==> src/rtl/temp_sampler.sv <==
// temp_sampler: periodic temperature capture with sequential double-dabble BCD conversion.
//
// A free-running divider (gated by en) produces a sample tick every SAMPLE_DIV clocks.
// A tick or a sample_now request in IDLE captures temp_raw (saturated to 999) and temp_sign.
// The value is converted to three BCD digits over ten CONV cycles. DONE then publishes the
// current/previous pair together with a one-cycle sample_valid strobe.
//
// Ports:
//   clk, rst            clock, asynchronous active-high reset
//   en                  sampling enable (holds divider, ignores triggers)
//   sample_now          immediate sample request (level, sampled each edge)
//   temp_raw[9:0]       unsigned temperature in tenths of a degree
//   temp_sign           mode bit captured alongside temp_raw
//   temp_value_*        current sample BCD digits and mode bit
//   temp_value_*_old    previous sample BCD digits and mode bit
//   sample_valid        one-cycle pulse when a new current/old pair is presented
//   busy                high while a conversion is in flight
//   overrun             sticky: a trigger arrived while busy (cleared by rst only)
module temp_sampler #(
  parameter int unsigned SAMPLE_DIV = 50_000_000
) (
  input  logic       clk,
  input  logic       rst,
  input  logic       en,
  input  logic       sample_now,
  input  logic [9:0] temp_raw,
  input  logic       temp_sign,
  output logic [3:0] temp_value_ones,
  output logic [3:0] temp_value_tens,
  output logic [3:0] temp_value_huns,
  output logic       temp_value_sign,
  output logic [3:0] temp_value_ones_old,
  output logic [3:0] temp_value_tens_old,
  output logic [3:0] temp_value_huns_old,
  output logic       temp_value_sign_old,
  output logic       sample_valid,
  output logic       busy,
  output logic       overrun
);

  localparam logic [25:0] DivLast = 26'(SAMPLE_DIV - 1);

  typedef enum logic [1:0] {StIdle, StConv, StDone} state_e;

  state_e      state_q;
  logic [25:0] div_q;
  logic [9:0]  bin_q;
  logic [11:0] bcd_q;
  logic [11:0] bcd_adj;
  logic [21:0] dd_shift;
  logic [3:0]  iter_q;
  logic        sign_cap_q;
  logic        first_q;
  logic [9:0]  raw_sat;
  logic        tick;
  logic        trigger;

  assign tick    = en && (div_q == DivLast);
  // A coincident tick and sample_now collapse into a single trigger.
  assign trigger = en && (tick || sample_now);
  assign raw_sat = (temp_raw > 10'd999) ? 10'd999 : temp_raw;

  // Divider runs independently of the FSM; it only pauses while en is low.
  always_ff @(posedge clk or posedge rst) begin
    if (rst) begin
      div_q <= '0;
    end else if (en) begin
      div_q <= (div_q == DivLast) ? '0 : div_q + 26'd1;
    end
  end

  // One double-dabble step: add 3 to each digit >= 5, then shift {bcd, bin} left.
  always_comb begin
    bcd_adj = bcd_q;
    for (int i = 0; i < 3; i++) begin
      if (bcd_q[4*i +: 4] >= 4'd5) begin
        bcd_adj[4*i +: 4] = bcd_q[4*i +: 4] + 4'd3;
      end
    end
    dd_shift = {bcd_adj, bin_q} << 1;
  end

  always_ff @(posedge clk or posedge rst) begin
    if (rst) begin
      state_q             <= StIdle;
      bin_q               <= '0;
      bcd_q               <= '0;
      iter_q              <= '0;
      sign_cap_q          <= 1'b0;
      first_q             <= 1'b1;
      temp_value_ones     <= '0;
      temp_value_tens     <= '0;
      temp_value_huns     <= '0;
      temp_value_sign     <= 1'b0;
      temp_value_ones_old <= '0;
      temp_value_tens_old <= '0;
      temp_value_huns_old <= '0;
      temp_value_sign_old <= 1'b0;
      sample_valid        <= 1'b0;
      busy                <= 1'b0;
      overrun             <= 1'b0;
    end else begin
      sample_valid <= 1'b0;
      case (state_q)
        StIdle: begin
          if (trigger) begin
            bin_q      <= raw_sat;
            sign_cap_q <= temp_sign;
            bcd_q      <= '0;
            iter_q     <= '0;
            busy       <= 1'b1;
            state_q    <= StConv;
          end
        end
        StConv: begin
          if (trigger) overrun <= 1'b1;
          bcd_q <= dd_shift[21:10];
          bin_q <= dd_shift[9:0];
          if (iter_q == 4'd9) begin
            state_q <= StDone;
          end else begin
            iter_q <= iter_q + 4'd1;
          end
        end
        StDone: begin
          if (trigger) overrun <= 1'b1;
          // The first sample after reset also seeds old, so the first delta is zero.
          if (first_q) begin
            temp_value_huns_old <= bcd_q[11:8];
            temp_value_tens_old <= bcd_q[7:4];
            temp_value_ones_old <= bcd_q[3:0];
            temp_value_sign_old <= sign_cap_q;
          end else begin
            temp_value_huns_old <= temp_value_huns;
            temp_value_tens_old <= temp_value_tens;
            temp_value_ones_old <= temp_value_ones;
            temp_value_sign_old <= temp_value_sign;
          end
          temp_value_huns <= bcd_q[11:8];
          temp_value_tens <= bcd_q[7:4];
          temp_value_ones <= bcd_q[3:0];
          temp_value_sign <= sign_cap_q;
          first_q         <= 1'b0;
          sample_valid    <= 1'b1;
          busy            <= 1'b0;
          state_q         <= StIdle;
        end
        default: begin
          busy    <= 1'b0;
          state_q <= StIdle;
        end
      endcase
    end
  end

endmodule

==> config.mk <==
export PLATFORM = sky130hd
export DESIGN_NAME = temp_sampler
export DESIGN_NICKNAME = d
export VERILOG_FILES = /design/src/rtl/temp_sampler.sv
export SDC_FILE = /design/constraint.sdc
export NUM_CORES = 1
export LEC_CHECK = 0
export BUFFER_PORTS_ARGS = -buffer_cell sky130_fd_sc_hd__buf_4
export CORE_UTILIZATION = 45
export CTS_CLUSTER_SIZE = 25
export DETAILED_ROUTE_END_ITERATION = 10
export PLACE_DENSITY = 0.61
export RECOVER_POWER = 25
export SETUP_SLACK_MARGIN = 0.15
export SLEW_MARGIN = 15
export SYNTH_ARGS = -nofsm -noshare
export SYNTH_HDL_FRONTEND = slang
export SYNTH_SLANG_ARGS = --single-unit
==> constraint.sdc <==
create_clock -name clk -period 3.4 [get_ports clk]
set_clock_uncertainty 0.2 [all_clocks]
set_input_delay 0.51 -clock clk [delete_from_list [all_inputs] [get_ports clk]]
set_output_delay 0.51 -clock clk [all_outputs]
set_load 0.005 [all_outputs]
== After elaboration in Yosys (flattened, before gate mapping) ==
Index checks and enable logic that the tools add are counted.
W data, S select, Z words.

* Register bits: 85
* Input port bits: 15
* Output and inout port bits: 29
* Word-level logic and storage cells: 69

* $add $sub $neg: 5
* Order comparisons: 4
* Equal/unequal tests: 7
* Muxes and demuxes: 22
* Bitwise operators: 1
* Reduce and logical (&&, ||, !) cells: 12

{| class="wikitable"
|+ Operators with widths
! cell !! count
|-
| $mux W4 || 7
|-
| $add A26 B1 Y26 const B || 1
|-
| $eq A26 B26 Y1 const B || 1
|-
| $mux W26 || 1
|-
| $pmux W12 S2 || 1
|-
| $mux W10 || 2
|-
| $pmux W10 S2 || 1
|-
| $ge A4 B3 Y1 const B || 3
|-
| $mux W12 || 1
|-
| $gt A10 B10 Y1 const B || 1
|-
| $reduce_and A2 Y1 || 5
|-
| $add A4 B2 Y4 const B || 2
|-
| $pmux W4 S2 || 1
|-
| $ne A2 B2 Y1 const B || 3
|-
| $add A4 B1 Y4 const B || 1
|-
| $eq A4 B4 Y1 const B || 1
|-
| $mux W2 || 2
|-
| $pmux W2 S2 || 1
|-
| $add A3 B2 Y3 const B || 1
|-
| $mux W1 || 3
|-
| $mux W3 || 1
|-
| $reduce_and A3 Y1 || 1
|-
| $eq A2 B1 Y1 const B || 1
|-
| $eq A2 B2 Y1 const B || 1
|-
| other kinds (7) || 8
|}

== Logic depth before layout (Yosys ltp) ==
Gate-level depths: netlist of the first run.

* Depth in word-level cells: 6
* Gate-level depth with buffers: 9
* Gate-level depth less buffers: 7

== Worst setup path after synthesis of the first run ==
Ideal clock, no wire load.

* Path kind: input to register
* Start point: input port en
* End point: register bcd_q[11]
* Setup time: 126 ps
* Arrival: 2011 ps
* Required time: 3074 ps
* Setup slack: 1063 ps
* Stages on the path: 6
* Buffers on the path: 1
* Cells stage by stage: buf_4 > nand4_4 > or4_4 > o21ai_4 > nand2_2 > a221o_1

* Word-level cells in the longest chain between the ends: 5

{| class="wikitable"
|+ RTL lines
! what !! RTL line !! text
|-
| start: declaration || 24 || <nowiki>input logic en,</nowiki>
|-
| $logic_and A1 B1 Y1 || 58 || <nowiki>assign tick = en && (div_q == DivLast);</nowiki>
|-
| $logic_or A1 B1 Y1 || 60 || <nowiki>assign trigger = en && (tick || sample_now);</nowiki>
|-
| $logic_and A1 B1 Y1 (*) || 60 ||
|-
| $ne A2 B2 Y1 (no line) (*) || n/a ||
|-
| $reduce_and A2 Y1 (no line) (*) || n/a ||
|-
| end signal: assignment || 117 || <nowiki>bcd_q <= dd_shift[21:10];</nowiki>
|-
| end: declaration || 48 || <nowiki>logic [11:0] bcd_q;</nowiki>
|}

Every way passes the cells marked *; elsewhere a longest branch is shown, timed or not.
A chain may end at the register's enable or synchronous reset.

== Worst setup path after layout of the first run ==
* Start point: register div_q[0]
* End point: register bcd_q[7]

* Word-level cells in the longest chain between the ends: 6

{| class="wikitable"
|+ RTL lines
! what !! RTL line !! text
|-
| start: declaration || 46 || <nowiki>logic [25:0] div_q;</nowiki>
|-
| start signal: assignment || 68 || <nowiki>div_q <= (div_q == DivLast) ? '0 : div_q + 26'd1;</nowiki>
|-
| $eq A26 B26 Y1 || 58 ||
|-
| $logic_and A1 B1 Y1 || 58 ||
|-
| $logic_or A1 B1 Y1 || 60 ||
|-
| $logic_and A1 B1 Y1 || 60 ||
|-
| $ne A2 B2 Y1 (no line) || n/a ||
|-
| $reduce_and A2 Y1 (no line) || n/a ||
|}

No other way between the ends.

==> results of run 1 <==
-- kinds of logic after synthesis --
logic type | Yosys count | share of synthesized area
XOR/XNOR | 23 | 0.0456
AO/OA/AOI/OAI | 88 | 0.134
multiplexers | 46 | 0.109
AND/OR/NAND/NOR | 137 | 0.163
adder cells (fa/ha/maj) | 12 | 0.0340
buffers and inverters | 36 | 0.0334
flip-flops | 85 | 0.481
-- metrics by stage --
stage / hold slack [ns] / power, mW
4_1_cts: 0.0656 / 3.39
3_5_place_dp: 0.255 / 2.73
5_1_grt: 0.202 / 3.62
2_1_floorplan: 0.251 / 2.37
6_report: 0.211 / 3.35
3_3_place_gp: 0.247 / 2.68
-- cell usage after synthesis (2+ instances only) --
cell	n	share of area
buf_4	2	0.0034
a211o_1	2	0.0040
nand4_1	8	0.011
nor4b_1	5	0.0099
nor4_1	3	0.0042
nand3_1	16	0.018
a22oi_1	2	0.0034
a221o_1	4	0.0091
buf_2	4	0.0045
ha_1	12	0.034
buf_1	4	0.0034
o21a_1	2	0.0034
or3_1	5	0.0071
and3_1	6	0.0085
mux2i_1	30	0.068
inv_1	17	0.014
a21oi_1	27	0.031
mux2_2	16	0.041
nor3b_1	2	0.0034
a21boi_0	3	0.0051
o211ai_1	3	0.0051
dfrtp_1	84	0.48
nor2b_1	2	0.0028
nand2b_1	4	0.0057
o21ai_0	13	0.015
o22ai_1	7	0.0099
a21o_1	3	0.0051
xor2_1	6	0.012
o221ai_1	2	0.0040
a32oi_1	4	0.0079
nor2_1	45	0.038
nor3_1	11	0.012
nand2_1	17	0.014
a2bb2oi_1	2	0.0040
and4_1	5	0.0099
xnor2_1	17	0.034
clkbuf_1	8	0.0068
-- flip-flops by register name, indices dropped and copies added, names as in the netlist, 2 cells and up --
| register | flops |
|---|---|
| div_q | 26 |
| bcd_q | 12 |
| bin_q | 10 |
| iter_q | 4 |
| temp_value_huns | 4 |
| temp_value_huns_old | 4 |
| temp_value_ones | 4 |
| temp_value_ones_old | 4 |
| temp_value_tens | 4 |
| temp_value_tens_old | 4 |
| state_q | 2 |
-- cell type report --
class,instances,area (sq um)
timing repair buffer,52,388
multi-input combinational,306,2150
fill,868,4300
sequential,85,2130
clock inverter,7,51.3
clock buffer,9,124
tap,129,161
inverter,18,68.8
-- worst max-delay path: stages (launching register included) --
cell	delay, ns
dfrtp_1	0.39
ha_1	0.24
nand4_4	0.15
or4_4	0.60
o21ai_4	0.42
nand2_2	0.17
a221o_1	0.37
-- layer usage --
metal / up-vias / share of wire / global-route usage
li1: 1642 / - / -
met1: 1644 / 0.52 / 0.302
met2: 74 / 0.42 / 0.298
met3: 7 / 0.049 / 0.0395
met4: 0 / 0.011 / 0.0702
met5: - / 0 / 0
-- worst max path at each step --
stage             start         to  slack (ns)  cells past startpoint
5_1_grt             rst   bcd_q[1]        0.59                      3
2_1_floorplan       rst   bcd_q[0]        0.50                      1
3_5_place_dp         en  bcd_q[11]        0.73                      6
3_3_place_gp         en   bcd_q[7]        0.79                      6
4_1_cts        div_q[0]  bcd_q[11]        0.75                      6
6_report       div_q[0]   bcd_q[7]        0.76                      6
-- power by group --
group	internal, mW	switching, mW
combinational	0.557	0.658
sequential	1.23	0.260
clock	0.268	0.374
total	2.06	1.29
-- layout by cell type (no fill, tap or decap), drive strengths merged, types with 16 or more instances in the layout --
master and count:
dfrtp 84, buf 50, nor2 45, mux2i 30, a21oi 27, nand2 18, xnor2 17, inv 17
nand3 16, mux2 16, o21ai 16
==> impl_metrics.toml, run 1 <==
[floorplanning]
dieArea_sq_um = 10200
ios = 44
initial_utilization = 0.472
core_sq_um = 9370
rows = 35
die-height_um = 101
die-width_um = 101

[worst_hold_path]
min-delay-path-class = "in2reg"
holdPathEnd = "sign_cap_q"
hold_start = "temp_sign"
min_path_cells = 2

[synth]
ys.flop_type = "dfrtp_1"
synth_warnings = 0
netlist_instances = 427
syn_nets = 454
async_flop_share = 1.00
yosysSeqAreaShare = 0.481
synth_area_sq_um = 4420
ys_ff_latch = 85
ys_types = 61
synth_edf_count = 0
avgSynthCellArea_sq_um = 10.4

[detailed_routing]
drt_iter0_drc = 145
postRouteAntennaNets = 0
routedWlPerCell_um = 15.5
drt_wl_total_um = 9360
vias = 3367
firstDrtPassIters = 4
drc = 0
via_per_inst = 5.56

[placement]
place_congestion = 0.800
portBuffers = 43
placedCellCount = 590
place_ws_ns = 0.732
hpwl_um = 6320
place_area_sq_um = 4910

[grt]
antenna_found_initial = 0
overflow = 0
grt_pass1_vias = 3328
grt_max_degree = 86
grt_use_total = 0.204
grt_pass1_wl_um = 16400

[cts]
cts_tree = "yes"
cts_resized = 0
worstSkewPairLatency_ns = 0.35
holdBufCountCts = 0
cts.clk_slew.worst_paths_ns = 0.09
cts_buffers = 9
postCtsSetupBuffers = 0
clockBufferDepth = 2
cts_htree_levels = 3
cts_sinks = 85
clk_root_buffer_cell = "clkbuf_8"

[worst_setup_path]
worstRegToRegCells = 6
r2r_setup_slack_ns = 0.76
cp_max_fo = 15
critical_path_class = "reg2reg"
arrival_ns = 2.68
reg2reg_to = "bcd_q[7]"
crit_required_ns = 3.44
crit_path_end_kind = "flop"
r2r-start = "div_q[0]"
cp-start-kind = "flop"

[status]
violations = "capacitance limit, slew limit"
status = "finished with violations"

[timing]
fin_tns_setup_ns = 0
worstMarginPinSlew_ns = 2.09
rsz0062_at_grt = "false"
period_needed_ns = 2.64
finalHoldViolCount = 0
drv_slew = 86
layout_setup_ws_ns = 0.755
fmax_mhz = 378
final.period_utilization = 0.778
finalSetupViolCount = 0
slew_headroom = -0.390

[final_layout]
final_core_util = 0.541
diodes = 0
drive_gt1_frac = 0.193
nets = 499
fin_cells = 606
design_area_sq_um = 5070
area_growth_pct = 14.6

[flow_run]
cap_violations = 1

[power_and_ir_drop]
p_leak_nw = 2.25
cellPowerDensity_nw_per_um2 = 661
irDropWorstVdd_v = 0.000385
Note: power is estimated with default switching activity, not from simulation.
==> run 2, diff against run 1 <==
==> constraint.sdc (replaced) <==
create_clock -name clk -period 2.48 [get_ports clk]
set_clock_uncertainty 0.2 [all_clocks]
set_input_delay 0.372 -clock clk [delete_from_list [all_inputs] [get_ports clk]]
set_output_delay 0.372 -clock clk [all_outputs]
set_load 0.005 [all_outputs]
==> impl_metrics.toml, run 2 (synthesis gave the netlist of run 1 again) <==
[final_layout]
reg.largest.list = "div_q: 26 flops, bcd_q: 12 flops, bin_q: 10 flops"
area_growth_pct = 20.7
regMostFlops = "div_q"
layout_commonest_cell = "dfrtp_1"
largest_register_ffs = 26
diodes = 0
drive_gt1_frac = 0.237
final_cell_mix = "dfrtp_1 (84), buf_4 (47), nor2_1 (44), mux2i_1 (30), a21oi_1 (27)"
design_area_sq_um = 5340
nets = 519
final_core_util = 0.569

[detailed_routing]
vias = 3397
drc = 0
firstDrtPassIters = 4
routedWlPerCell_um = 15.1
drt_wl_total_um = 9460
postRouteAntennaNets = 0
drt_iter0_drc = 190
via_per_inst = 5.43

[flow_run]
cap_violations = 0

[grt]
grt_use_total = 0.200
grt_pass1_vias = 3292
antenna_found_initial = 0
grt_max_degree = 42
grt_pass1_wl_um = 16100
overflow = 0

[timing]
finalSetupViolCount = 0
worstMarginPinSlew_ns = 1.12
finalHoldViolCount = 0
rsz0062_at_grt = "true"
period_needed_ns = 2.29
fin_tns_setup_ns = 0
slew_headroom = 0.251
final.period_utilization = 0.924
drv_slew = 0
fmax_mhz = 436

[floorplanning]
die-width_um = 101
die-height_um = 101
core_sq_um = 9370
ios = 44
dieArea_sq_um = 10200
initial_utilization = 0.472
rows = 35

[power_and_ir_drop]
irDropWorstVdd_v = 0.000484
cellPowerDensity_nw_per_um2 = 936
p_leak_nw = 2.38

[status]
status = "completed"

[worst_setup_path]
arrival_ns = 2.33
cp-startpoint = "div_q[1]"
reg2reg_to = "bcd_q[7]"
worstRegToRegCells = 6
cp-start-kind = "flop"
critical_path_class = "reg2reg"
crit_end = "bcd_q[7]"
crit_required_ns = 2.52
r2r-start = "div_q[1]"
cp_max_fo = 5
crit_path_end_kind = "flop"
r2r_setup_slack_ns = 0.19

[cts]
cts_buffers = 9
worstSkewPairLatency_ns = 0.35
clockBufferDepth = 2
cts.clk_slew.worst_paths_ns = 0.09
clk_root_buffer_cell = "clkbuf_8"
cts_tree = "yes"
cts_sinks = 85
cts_htree_levels = 3

[placement]
place_area_sq_um = 5040
place_congestion = 0.801
portBuffers = 43
hpwl_um = 6750

[worst_hold_path]
min-delay-path-class = "in2reg"
-- run 2: cell types whose count changed in the layout (fill, tap and decap cells not counted), moves of 2 or more --
cell | previous run | this run
a21boi_0 | 3 | 1
a21boi_2 | 0 | 2
buf_4 | 50 | 47
buf_6 | 0 | 3
bufinv_16 | 0 | 2
clkbuf_4 | 1 | 19
clkinv_2 | 2 | 0
clkinv_4 | 2 | 0
-- run 2: metal layers --
metal  track usage  wire, um  share of wire  vias to the layer above
met4        0.0468        95          0.010                        0
met5             0         0              0                        -
li1              -         -              -                     1679
met1         0.289      4960           0.52                     1643
met3        0.0347       302          0.032                       10
met2         0.312      4110           0.43                       65
-- run 2: timing repair --
item / CTS / global route
endpoints found under the setup margin: 9 / 11
pin swaps: 3 / 10
hold buffers: 1 / 0
endpoints found under the hold margin: 21 / 0
gates cloned: 0 / 0
buffers inserted: 1 / 2
gates resized for setup: 2 / 11
-- run 2: how the worst min path moves through the flow --
stage | startpoint | endpoint | cells after the start
after floorplan | overrun | overrun | 1
after detailed placement | rst | temp_value_ones_old[1] | 2
after global placement | overrun | overrun | 1
after global routing | temp_sign | sign_cap_q | 2
final | temp_sign | sign_cap_q | 2
after CTS | temp_sign | sign_cap_q | 2
-- run 2: cell type report --
cell class | instances | area, sq um
timing repair buffer | 72 | 564
clock buffer | 9 | 124
multi-input combinational | 306 | 2190
inverter | 18 | 68.8
tap | 129 | 161
fill | 854 | 4040
clock inverter | 7 | 104
sequential | 85 | 2130
-- run 2: report_power, final --
group	leakage, nW	switching, mW	internal, mW
Combinational	1.15	0.929	0.881
Sequential	1.12	0.377	1.69
Clock	0.108	0.536	0.581
Total	2.38	1.84	3.15
-- run 2: critical path: stages, from the launching register on --
cell and delay (ns):
dfrtp_1 0.42, ha_4 0.17, nand4_4 0.10, or4_4 0.58, o21ai_4 0.25, nand2_2 0.13, a221o_1 0.33
-- run 2: stage by stage --
stage | power (mW) | hold WS [ns] | setup slack [ns] | instances
global placement | 3.77 | 0.245 | 0.114 | 606
global route | 5.35 | 0.0416 | 0.0880 | 626
floorplan | 3.25 | 0.251 | 0.174 | 427
CTS | 4.98 | 0.0445 | 0.174 | 624
detailed placement | 3.82 | 0.255 | 0.0984 | 606
finish | 4.99 | 0.0582 | 0.189 | 626
==> run 3, diff against run 2 <==
--- a/config.mk
+++ b/config.mk
@@ -7,8 +7,10 @@
 export LEC_CHECK = 0
 export BUFFER_PORTS_ARGS = -buffer_cell sky130_fd_sc_hd__buf_4
 export CORE_UTILIZATION = 45
+export CTS_BUF_LIST = sky130_fd_sc_hd__clkbuf_8
 export CTS_CLUSTER_SIZE = 25
 export DETAILED_ROUTE_END_ITERATION = 10
+export GPL_TIMING_DRIVEN = 0
 export PLACE_DENSITY = 0.61
 export RECOVER_POWER = 25
 export SETUP_SLACK_MARGIN = 0.15
==> impl_metrics.toml, run 3 (synthesis gave the netlist of run 1 again) <==
[final_layout]
area_growth_pct = 24.1
drive_gt1_frac = 0.265
diodes = 0
design_area_sq_um = 5490
regMostFlops = "div_q"
nets = 532
reg.largest.list = "div_q: 26 flops, bcd_q: 12 flops, bin_q: 10 flops"
largest_register_ffs = 26
fin_cells = 639
layout_commonest_cell = "dfrtp_1"
final_cell_mix = "dfrtp_1 (84), buf_4 (51), nor2_1 (42), mux2i_1 (30), a21oi_1 (25)"

[detailed_routing]
vias = 3568
routedWlPerCell_um = 16.5
drc = 0
wl_met3_um = 474
firstDrtPassIters = 6
postRouteAntennaNets = 0
drt_wl_total_um = 10500
highest_layer = "met4"
via_per_inst = 5.58
drt_iter0_drc = 176
m1WireLength_um = 5210
wl_met2_um = 4710

[timing]
slew_headroom = 0.420
finalSetupViolCount = 0
finalHoldViolCount = 0
final.period_utilization = 0.955
drv_slew = 0
rsz0062_at_grt = "true"
fmax_mhz = 422
worstMarginPinSlew_ns = 0.865
period_needed_ns = 2.37

[floorplanning]
ios = 44
dieArea_sq_um = 10200
die-height_um = 101
rows = 35
core_sq_um = 9370
initial_utilization = 0.472
die-width_um = 101

[cts]
cts_htree_levels = 3
cts_buffers = 9
cts_tree = "yes"
cts_sinks = 85
cts.clk_slew.worst_paths_ns = 0.10
clk_root_buffer_cell = "clkbuf_8"
clockBufferDepth = 2
worstSkewPairLatency_ns = 0.37

[worst_setup_path]
arrival_ns = 2.42
cp_top_family = "simple AND/OR/NAND/NOR gates"
cp_max_fo = 5
slowest_delay_ns = 0.62
worstRegToRegCells = 6
cp_cell_sequence = "ha_4, nand4_4, or4_4, o21ai_4, nand2_2, a221o_1"
cp_slowest_cell = "or4_4"
cp-start-kind = "flop"
crit_path_end_kind = "flop"
crit_required_ns = 2.53
critPathBufInv = 0
critical_path_class = "reg2reg"
crit_cells = 6

[worst_hold_path]
min-delay-path-class = "in2reg"
min_path_cells = 2

[power_and_ir_drop]
irDropWorstVdd_v = 0.000609
pwr-share-comb = 0.403
power.share.clock = 0.183
seq_power_share = 0.414
swShare = 0.393
power_mw = 4.95
p_leak_nw = 2.45
cellPowerDensity_nw_per_um2 = 903
p_int_mw = 3.01
p_sw_mw = 1.95

[grt]
antenna_found_initial = 0
grt_use_total = 0.212
grt_pass1_vias = 3311
grt_max_degree = 25
overflow = 0
grt_pass1_wl_um = 16700

[placement]
portBuffers = 42
place_congestion = 0.854
placedCellCount = 601
place_area_sq_um = 4980
hpwl_um = 7160

[flow_run]
cap_violations = 0

[status]
status = "completed"
[run 3: cell count changes in the layout (fill, tap and decap cells not counted), moves of 3 or more]
cell and delta:
clkbuf_2 +4, clkbuf_4 -11, buf_6 +3, buf_1 +4, buf_4 +4, clkbuf_1 +4
[run 3: worst paths after layout]
| check | startpoint | to | slack (ns) |
|---|---|---|---|
| min reg2reg | overrun | overrun | 0.28 |
| max reg2reg | div_q[0] | bcd_q[3] | 0.11 |
| min in group asynchronous | rst | div_q[1] | 0.47 |
| max in group asynchronous | rst | first_q | 0.32 |
| min | temp_sign | sign_cap_q | 0.05 |
| max | div_q[0] | bcd_q[3] | 0.11 |
[run 3: layout make-up]
type	instances	area, sq um
buffer	18	104
clock buffer	9	124
clock inverter	7	51.3
fill	856	3880
inverter	18	71.3
multi-input combinational	306	2250
sequential	85	2130
tap	129	161
timing repair buffer	67	592
[run 3: per-stage QoR]
step                utilization  hold slack, ns  TNS [ns]  setup slack (ns)
global placement          0.523           0.243     -5.06            -0.426
finish                    0.585          0.0465         0             0.111
detailed placement        0.531           0.218     -6.18            -0.483
CTS                       0.565          0.0428         0             0.140
floorplan                     -           0.251         0             0.174
global route              0.585          0.0385         0            0.0460
[run 3: worst reg2reg max path, stage by stage, from the launching register on]
cell     delay, ns
dfrtp_1       0.41
ha_4          0.17
nand4_4       0.09
or4_4         0.62
o21ai_4       0.24
nand2_2       0.15
a221o_1       0.37
[run 3: timing repair]
item / CTS / global route
cloned: 0 / 2
gates resized for setup: 18 / 29
pin swaps: 5 / 11
hold buffers: 1 / 0
endpoints found under the setup margin: 43 / 40
endpoints found under the hold margin: 19 / 0
setup buffers: 9 / 10
[run 3: routing by layer]
layer,GRT usage,vias to the layer above
li1,-,1710
met1,0.311,1765
met2,0.316,83
met3,0.0333,10
met4,0.0803,0
met5,0,-
[run 3: power groups by stage]
stage          combinational [mW]  sequential, mW  clock [mW]
2_1_floorplan                1.27            1.97           0
3_3_place_gp                 1.66            2.04           0
4_1_cts                      1.84            2.04       0.922
6_report                     2.00            2.05       0.905
5_1_grt                      2.21            2.10       0.987
3_5_place_dp                 1.71            2.07           0
